===== src/rtl/alu_mem_datapath_pkg.sv =====
// alu_mem_datapath_pkg
// Shared definitions for the execute/memory slice of the LEGv8 datapath:
// ALU control codes, main-control ALUOp encodings and the opcode constants
// decoded by the ALU control.
package alu_mem_datapath_pkg;

  typedef enum logic [3:0] {
    ALU_AND     = 4'b0000,
    ALU_OR      = 4'b0001,
    ALU_ADD     = 4'b0010,
    ALU_SUB     = 4'b0110,
    ALU_PASSB   = 4'b0111,
    ALU_INVALID = 4'b1111
  } alu_ctrl_e;

  typedef enum logic [1:0] {
    ALUOP_MEM   = 2'b00,  // LDUR/STUR address generation
    ALUOP_CBZ   = 2'b01,  // pass operand B for the zero test
    ALUOP_RTYPE = 2'b10,
    ALUOP_ITYPE = 2'b11
  } alu_op_e;

  // R-type opcodes (all 11 bits significant)
  localparam logic [10:0] OPC_ADD  = 11'b10001011000;
  localparam logic [10:0] OPC_SUB  = 11'b11001011000;
  localparam logic [10:0] OPC_AND  = 11'b10001010000;
  localparam logic [10:0] OPC_ORR  = 11'b10101010000;

  // I-type opcodes; bit 0 is part of the immediate field and is ignored
  localparam logic [10:0] OPC_ADDI = 11'b10010001000;
  localparam logic [10:0] OPC_SUBI = 11'b11010001000;
  localparam logic [10:0] OPC_ANDI = 11'b10010010000;
  localparam logic [10:0] OPC_ORRI = 11'b10110010000;

endpackage


===== src/rtl/alu_mem_datapath_dmem_array.sv =====
// dmem_array
// Data memory: DEPTH x 64-bit words, asynchronously cleared by reset,
// one synchronous write port and a combinational, enable-gated read port.
// Ports:
//   clk    - write clock (rising edge)
//   rst_n  - async active-low reset, clears every word
//   addr   - word index
//   wdata  - write data
//   we     - write enable
//   re     - read enable; rdata is 0 when low
//   rdata  - read data
module dmem_array #(
  parameter int DEPTH = 32,
  localparam int AW = $clog2(DEPTH)
) (
  input  logic          clk,
  input  logic          rst_n,
  input  logic [AW-1:0] addr,
  input  logic [63:0]   wdata,
  input  logic          we,
  input  logic          re,
  output logic [63:0]   rdata
);

  logic [63:0] mem [DEPTH];

  // Cleared by reset, set by the first rising edge after release. A write
  // presented on the edge where reset was released during that cycle is
  // therefore dropped; writes start on the following edge.
  logic wr_ok;

  always_ff @(posedge clk or negedge rst_n) begin
    if (!rst_n) begin
      wr_ok <= 1'b0;
      for (int i = 0; i < DEPTH; i++) begin
        mem[i] <= '0;
      end
    end else begin
      wr_ok <= 1'b1;
      if (we && wr_ok) begin
        mem[addr] <= wdata;
      end
    end
  end

  assign rdata = re ? mem[addr] : 64'd0;

endmodule


===== src/rtl/alu_mem_datapath.sv =====
// alu_mem_datapath
// Execute-and-memory slice of the single-cycle LEGv8 processor: ALU control
// decode, 64-bit ALU with zero flag, and the data memory addressed by the
// ALU result.
// Ports:
//   CLK, Reset_L    - clock; async active-low reset (clears data memory)
//   ALUOp, opcode   - main-control class and instruction bits [31:21]
//   busA, aluB      - ALU operands
//   busB            - store data
//   MemRead/Write   - data memory enables
//   ALUCtrl         - decoded ALU operation
//   ALUResult       - ALU output, also the memory byte address
//   ALUZero         - ALUResult == 0
//   dMemOut         - memory read data (0 when MemRead is low)
module alu_mem_datapath
  import alu_mem_datapath_pkg::*;
#(
  parameter int DEPTH = 32
) (
  input  logic        CLK,
  input  logic        Reset_L,
  input  logic [1:0]  ALUOp,
  input  logic [10:0] opcode,
  input  logic [63:0] busA,
  input  logic [63:0] aluB,
  input  logic [63:0] busB,
  input  logic        MemRead,
  input  logic        MemWrite,
  output logic [3:0]  ALUCtrl,
  output logic [63:0] ALUResult,
  output logic        ALUZero,
  output logic [63:0] dMemOut
);

  localparam int AW = $clog2(DEPTH);

  // ALU control decode
  always_comb begin
    ALUCtrl = ALU_INVALID;
    case (alu_op_e'(ALUOp))
      ALUOP_MEM: ALUCtrl = ALU_ADD;
      ALUOP_CBZ: ALUCtrl = ALU_PASSB;
      ALUOP_RTYPE: begin
        case (opcode)
          OPC_ADD: ALUCtrl = ALU_ADD;
          OPC_SUB: ALUCtrl = ALU_SUB;
          OPC_AND: ALUCtrl = ALU_AND;
          OPC_ORR: ALUCtrl = ALU_OR;
          default: ALUCtrl = ALU_INVALID;
        endcase
      end
      ALUOP_ITYPE: begin
        case (opcode[10:1])
          OPC_ADDI[10:1]: ALUCtrl = ALU_ADD;
          OPC_SUBI[10:1]: ALUCtrl = ALU_SUB;
          OPC_ANDI[10:1]: ALUCtrl = ALU_AND;
          OPC_ORRI[10:1]: ALUCtrl = ALU_OR;
          default:        ALUCtrl = ALU_INVALID;
        endcase
      end
      default: ALUCtrl = ALU_INVALID;
    endcase
  end

  // ALU; undefined codes produce 0 so the zero flag reads 1
  always_comb begin
    ALUResult = 64'd0;
    case (alu_ctrl_e'(ALUCtrl))
      ALU_AND:   ALUResult = busA & aluB;
      ALU_OR:    ALUResult = busA | aluB;
      ALU_ADD:   ALUResult = busA + aluB;
      ALU_SUB:   ALUResult = busA - aluB;
      ALU_PASSB: ALUResult = aluB;
      default:   ALUResult = 64'd0;
    endcase
  end

  assign ALUZero = (ALUResult == 64'd0);

  // Byte address -> word index; low 3 bits and upper bits alias away
  logic [AW-1:0] word_idx;
  assign word_idx = ALUResult[AW+2:3];

  dmem_array #(
    .DEPTH (DEPTH)
  ) u_dmem (
    .clk   (CLK),
    .rst_n (Reset_L),
    .addr  (word_idx),
    .wdata (busB),
    .we    (MemWrite),
    .re    (MemRead),
    .rdata (dMemOut)
  );

endmodule


===== config.mk =====
export PLATFORM = sky130hd
export DESIGN_NAME = alu_mem_datapath
export DESIGN_NICKNAME = d
export VERILOG_FILES = /design/src/rtl/alu_mem_datapath_pkg.sv /design/src/rtl/alu_mem_datapath_dmem_array.sv /design/src/rtl/alu_mem_datapath.sv
export SDC_FILE = /design/constraint.sdc
export NUM_CORES = 2
export LEC_CHECK = 0
export BUFFER_PORTS_ARGS = -buffer_cell sky130_fd_sc_hd__clkbuf_2
export CORE_MARGIN = 2
export CORE_UTILIZATION = 35
export DETAILED_ROUTE_END_ITERATION = 10
export PLACE_DENSITY_LB_ADDON = 0.25
export SETUP_SLACK_MARGIN = 0.02
export SLEW_MARGIN = 0
export SYNTH_ARGS = -nofsm -noshare
export SYNTH_HDL_FRONTEND = slang
export SYNTH_HIERARCHICAL = 1
export SYNTH_SLANG_ARGS = --single-unit

===== constraint.sdc =====
create_clock -name CLK -period 8.05 [get_ports CLK]
set_input_delay 0.4025 -clock CLK [delete_from_list [all_inputs] [get_ports CLK]]
set_output_delay 0.4025 -clock CLK [all_outputs]
set_load 0.01 [all_outputs]

# Word level (Yosys, flattened, before mapping)
# Cells that the tools add are included.
[classes]
addsub = 2
magnitude_cmp = 2
eq_ne = 15
n_mux = 11
n_bitwise = 3
n_reduce_logical = 5
[op_table]
columns = ["op", "n"]
rows = [
  ["$bwmux W2048", 1],
  ["$bmux W64 S5", 1],
  ["$demux W64 S5", 1],
  ["$pmux W64 S5", 1],
  ["$mux W64", 4],
  ["$add A64 B64 Y64", 1],
  ["$and A64 B64 Y64", 1],
  ["$logic_not A64 Y1", 1],
  ["$or A64 B64 Y64", 1],
  ["$sub A64 B64 Y64", 1],
  ["$pmux W4 S4", 3],
  ["$eq A11 B11 Y1 const B", 4],
  ["$eq A10 B10 Y1 const B", 4],
  ["$eq A4 B3 Y1 const B", 2],
  ["$ge A6 B6 Y1 const B", 1],
  ["$lt A6 B1 Y1 const B", 1],
  ["$not A5 Y6", 1],
  ["$eq A2 B2 Y1 const B", 2],
  ["$eq A4 B1 Y1 const B", 1],
  ["$eq A4 B2 Y1 const B", 1],
  ["$logic_not A4 Y1", 1],
  ["$eq A2 B1 Y1 const B", 1],
  ["$logic_and A1 B1 Y1", 2],
  ["$logic_not A2 Y1", 1],
]
[word_totals]
register_bits = 2049
in_bits = 209
out_inout_bits = 133
wordCells = 71

# Longest topological paths before layout
[depth]
depth_word = 11
ltp_mapped = 26

# Modules after synthesis
# The synthesis kept the hierarchy.
[by_module_without_submodules]
columns = ["mod", "n_inst", "cells_each", "area_each_um2"]
rows = [
  ["dmem_array", 1, 6521, 92632.6],
  ["alu_mem_datapath", 1, 1225, 8016.4],
]

# Least setup slack after synthesis
# Ideal clock, no wire load.
[synth_timing]
path_kind = "input-to-output"
start = "input port aluB[16]"
end = "output port ALUZero"
arrival_ns = 5.766
required_ns = 7.647
setup_slack_ns = 1.881
cell_stages = 23
cell_sequence = "or4_1 -> nor4_1 -> nand4_1 -> or3_1 -> inv_1 -> nand2_1 -> nor2_1 -> nand2_1 -> o31ai_1 -> xor2_1 -> ha_1 -> buf_2 -> nand4_1 -> or2_1 -> or3_1 -> or3_1 -> o22a_1 -> a41oi_1 -> o21bai_1 -> and4_1 -> or3_1 -> or2_2 -> nor4_2"
[synth_via]
elab_chain_len = 3
[synth_rtl]
columns = ["element", "line", "text"]
rows = [
  ["start: declaration", "alu_mem_datapath.sv:25", "input logic [63:0] aluB,"],
  ["$sub A64 B64 Y64 / $add A64 B64 Y64 (equally long branches)", "alu_mem_datapath.sv:72, alu_mem_datapath.sv:71", ""],
  ["$pmux W64 S5 (*)", "alu_mem_datapath.sv:68", "case (alu_ctrl_e'(ALUCtrl))"],
  ["net ALUResult[57]", "alu_mem_datapath.sv:30", "output logic [63:0] ALUResult,"],
  ["$logic_not A64 Y1 (*)", "alu_mem_datapath.sv:78", "assign ALUZero = (ALUResult == 64'd0);"],
  ["end: declaration", "alu_mem_datapath.sv:31", "output logic ALUZero,"],
]
# The timed path passes the listed nets; every way through them passes the cells marked *.

# Worst setup path in the final report
[layout_timing]
start = "input port aluB[14]"
end = "output port ALUZero"
[layout_via]
elab_chain_len = 3
[layout_rtl]
columns = ["element", "line", "text"]
rows = [
  ["$sub A64 B64 Y64 (tied with other cells)", "alu_mem_datapath.sv:72", "ALU_SUB: ALUResult = busA - aluB;"],
  ["$pmux W64 S5 (*)", "alu_mem_datapath.sv:68", ""],
  ["$logic_not A64 Y1 (*)", "alu_mem_datapath.sv:78", ""],
]
# Mark *: on every way between the ends. The rest lies on a longest branch, timed or not.

==> results.toml <==
[run_status]
status = "completed"

[global_route]
met2_usage = 0.347
grt-ovfl-total = 0
grt_pass1_wl_microns = 470000
grtUsageTotal = 0.214
grt_max_degree = 173
antenna_found_initial = 30
grt-busiest-layer = "met2"
grtUsageMet3 = 0.0286
globalRouteMet1Util = 0.296
grt_pass1_vias = 68600

[cts]
postCtsSetupRepairBufs = 0
cts_made_buffers = 222
cts_tree = "done"
ctsLongestPathBuffers = 4
htreeDepth = 4
cts-root-buf = "clkbuf_16"
cts_resized = 0
path_clk_slew_ns = 0.07
clock_latency_ns = 0.89
cts.sinks = 2049

[floorplan]
core_area_sq_um = 286000
start_util = 0.352
ioPinCount = 342
rows = 196
die_h_microns = 540
fp.dieW_microns = 540
die_area_sq_um = 292000

[timing]
rsz0062_at_grt = "no"
setup_tns_ns = 0
max_freq_mhz = 133
tightestPinTransition_ns = 1.29
period_needed_ns = 7.49
setup_viol = 0
final-max-slew-violation-count = 0
finalCritPeriodShare = 0.931
hold_violations = 0
slew_headroom = 0.140
clock_skew_ns = 0.0461

[placement]
gp_congestion = 0.925
hpwlAfterDp_microns = 189000
io_buffers = 341

[synth]
syn-num-nets = 8022
synth_ff_type = "dfrtp_1"
ys_seq_elements = 2049
synth.distinct_cells = 92
synth-async-reset-ratio = 1.00
syn_inst = 7746
synth_area_per_cell_sq_um = 13.0
yosysWarnings = 6
ys_seq_area_frac = 0.509
synth_edf_count = 0
netlist_area_sq_um = 101000

[pwr]
switching_share = 0.268
power_density_nw_per_um2 = 244
p_leak_nw = 51.5
p_int_w = 0.0203
ir_drop_mv = 0.196
power_frac_seq = 0.458
power.switching_w = 0.00743
p_clk_frac = 0.366
combPwrFrac = 0.176

[routing]
viasPerCell = 5.64
wl_microns = 319000
dr_total_vias = 66100
drt-initial-drc-count = 4987
wire_per_inst_microns = 27.2
dr.pass1.iters = 6
drtAntennaViolNets = 0
drc = 0

[worst_setup_path]
cp_slowest_cell = "or4_1"
worstPathRequired_ns = 7.65
critPathMaxFanout = 7
r2r_cells = 5
reg2reg_slack_ns = 4.99
r2r_start = "u_dmem/wr_ok"
critPathLaunchType = "input pin"
slowest_delay_ns = 0.63
startpoint = "aluB[14]"
crit_arrival_ns = 7.09
critPathCapture = "ALUZero"
reg2reg_to = "u_dmem/mem[955]"
end_kind = "output pin"
critPathMostFrequentCell = "or3_1"
path_class = "input pin to output pin"

[finish]
final_common_cell = "dfrtp_1"
drive_above_1_share = 0.369
layout.nets = 8062
fillCellCount = 26800
final_cell_mix = "2049 x dfrtp_1, 1969 x mux2_2, 1030 x mux2i_1, 514 x o22ai_1, 339 x clkbuf_2"
final_util = 0.397
syn2layout_area_growth_pct = 12.8

[min_path]
hp-class = "input pin to async pin"

[run]
drv_cap = 0
[worst min path at each step]
stage | startpoint | endpoint | slack, ns | depth (start not counted)
floorplan | Reset_L | u_dmem/mem[0] | 0.11 | 0
global placement | Reset_L | u_dmem/mem[1071] | 0.46 | 1
detailed placement | Reset_L | u_dmem/mem[1199] | 0.47 | 1
CTS | Reset_L | u_dmem/mem[1199] | 0.15 | 2
global route | Reset_L | u_dmem/mem[175] | 0.19 | 2
finish | Reset_L | u_dmem/mem[1199] | 0.12 | 2
[power groups by stage]
stage	clock network, W	logic [W]	registers (W)
finish	0.0102	0.00488	0.0127
global route	0.0109	0.00529	0.0129
CTS	0.0104	0.00491	0.0127
detailed placement	0	0.00490	0.0129
global placement	0	0.00478	0.0128
floorplan	0	0.00347	0.0126
[cell families after synthesis]
logic type | Yosys count | share of synthesized area
DFF | 2049 | 0.509
adders and majority gates | 128 | 0.0147
muxes | 3080 | 0.332
AOI/OAI and AO/OA | 1002 | 0.0646
and+or+nand+nor | 641 | 0.0362
other | 1 | 0.0000373
xor gates and xnor gates | 97 | 0.00844
buffers and inverters | 748 | 0.0348
[state kept, by name, indices dropped and copies added (netlist names)]
signal        count
u_dmem/mem     2048
u_dmem/wr_ok      1
[area by class of cell]
cell class / count / area [sq um] / share of cell area
Timing Repair Buffer: 532 / 3930 / 0.0346
Antenna cell: 8 / 20.0 / 0.000176
Multi-Input combinational cell: 4949 / 46200 / 0.407
Tap cell: 3762 / 4710 / 0.0415
Sequential cell: 2049 / 51300 / 0.452
Clock inverter: 47 / 510 / 0.00450
Clock buffer: 344 / 6750 / 0.0594
Inverter: 32 / 120 / 0.00106
[worst max-delay path: cells and delay by family]
kind,cells,cell delay (ns)
simple gates,15,4.57
fa+ha+maj,1,0.45
xor+xnor,1,0.11
compound gates,4,1.00
buf+inv,4,0.54
[through the flow]
step / setup WS (ns) / power, W / area, sq um / hold WS, ns / std cells
after floorplan: 1.88 / 0.0161 / 101000 / 0.107 / 7746
after global placement: 0.0209 / 0.0175 / 106000 / 0.461 / 11300
after detailed placement: 0.621 / 0.0178 / 106000 / 0.468 / 11300
after CTS: 0.596 / 0.0280 / 114000 / 0.147 / 11700
after global routing: 0.0921 / 0.0291 / 114000 / 0.187 / 11700
final: 0.558 / 0.0277 / 114000 / 0.124 / 11700
[layer usage]
layer	wire length (microns)	vias up
li1	-	28800
met1	145000	35200
met2	149000	1606
met3	14700	536
met4	9500	18
met5	110	-
[synthesized netlist by cell type (81+ instances only)]
cell type / n / share of area
dfrtp_1: 2049 / 0.51
buf_2: 223 / 0.011
o21ai_0: 105 / 0.0052
mux2_2: 1969 / 0.22
nor4_1: 144 / 0.0090
clkbuf_1: 387 / 0.014
a21oi_1: 97 / 0.0048
mux2i_1: 1030 / 0.10
o22ai_1: 514 / 0.032
nand2_1: 118 / 0.0044
nor2_1: 98 / 0.0037
mux2_1: 81 / 0.0091
[repair_timing]
item                                   in CTS  in global routing
endpoints found under the hold margin     108                  0
setup endpoints to repair                   0                  0
hold buffers                                1                  0
Power figures use the tool's default switching activity.
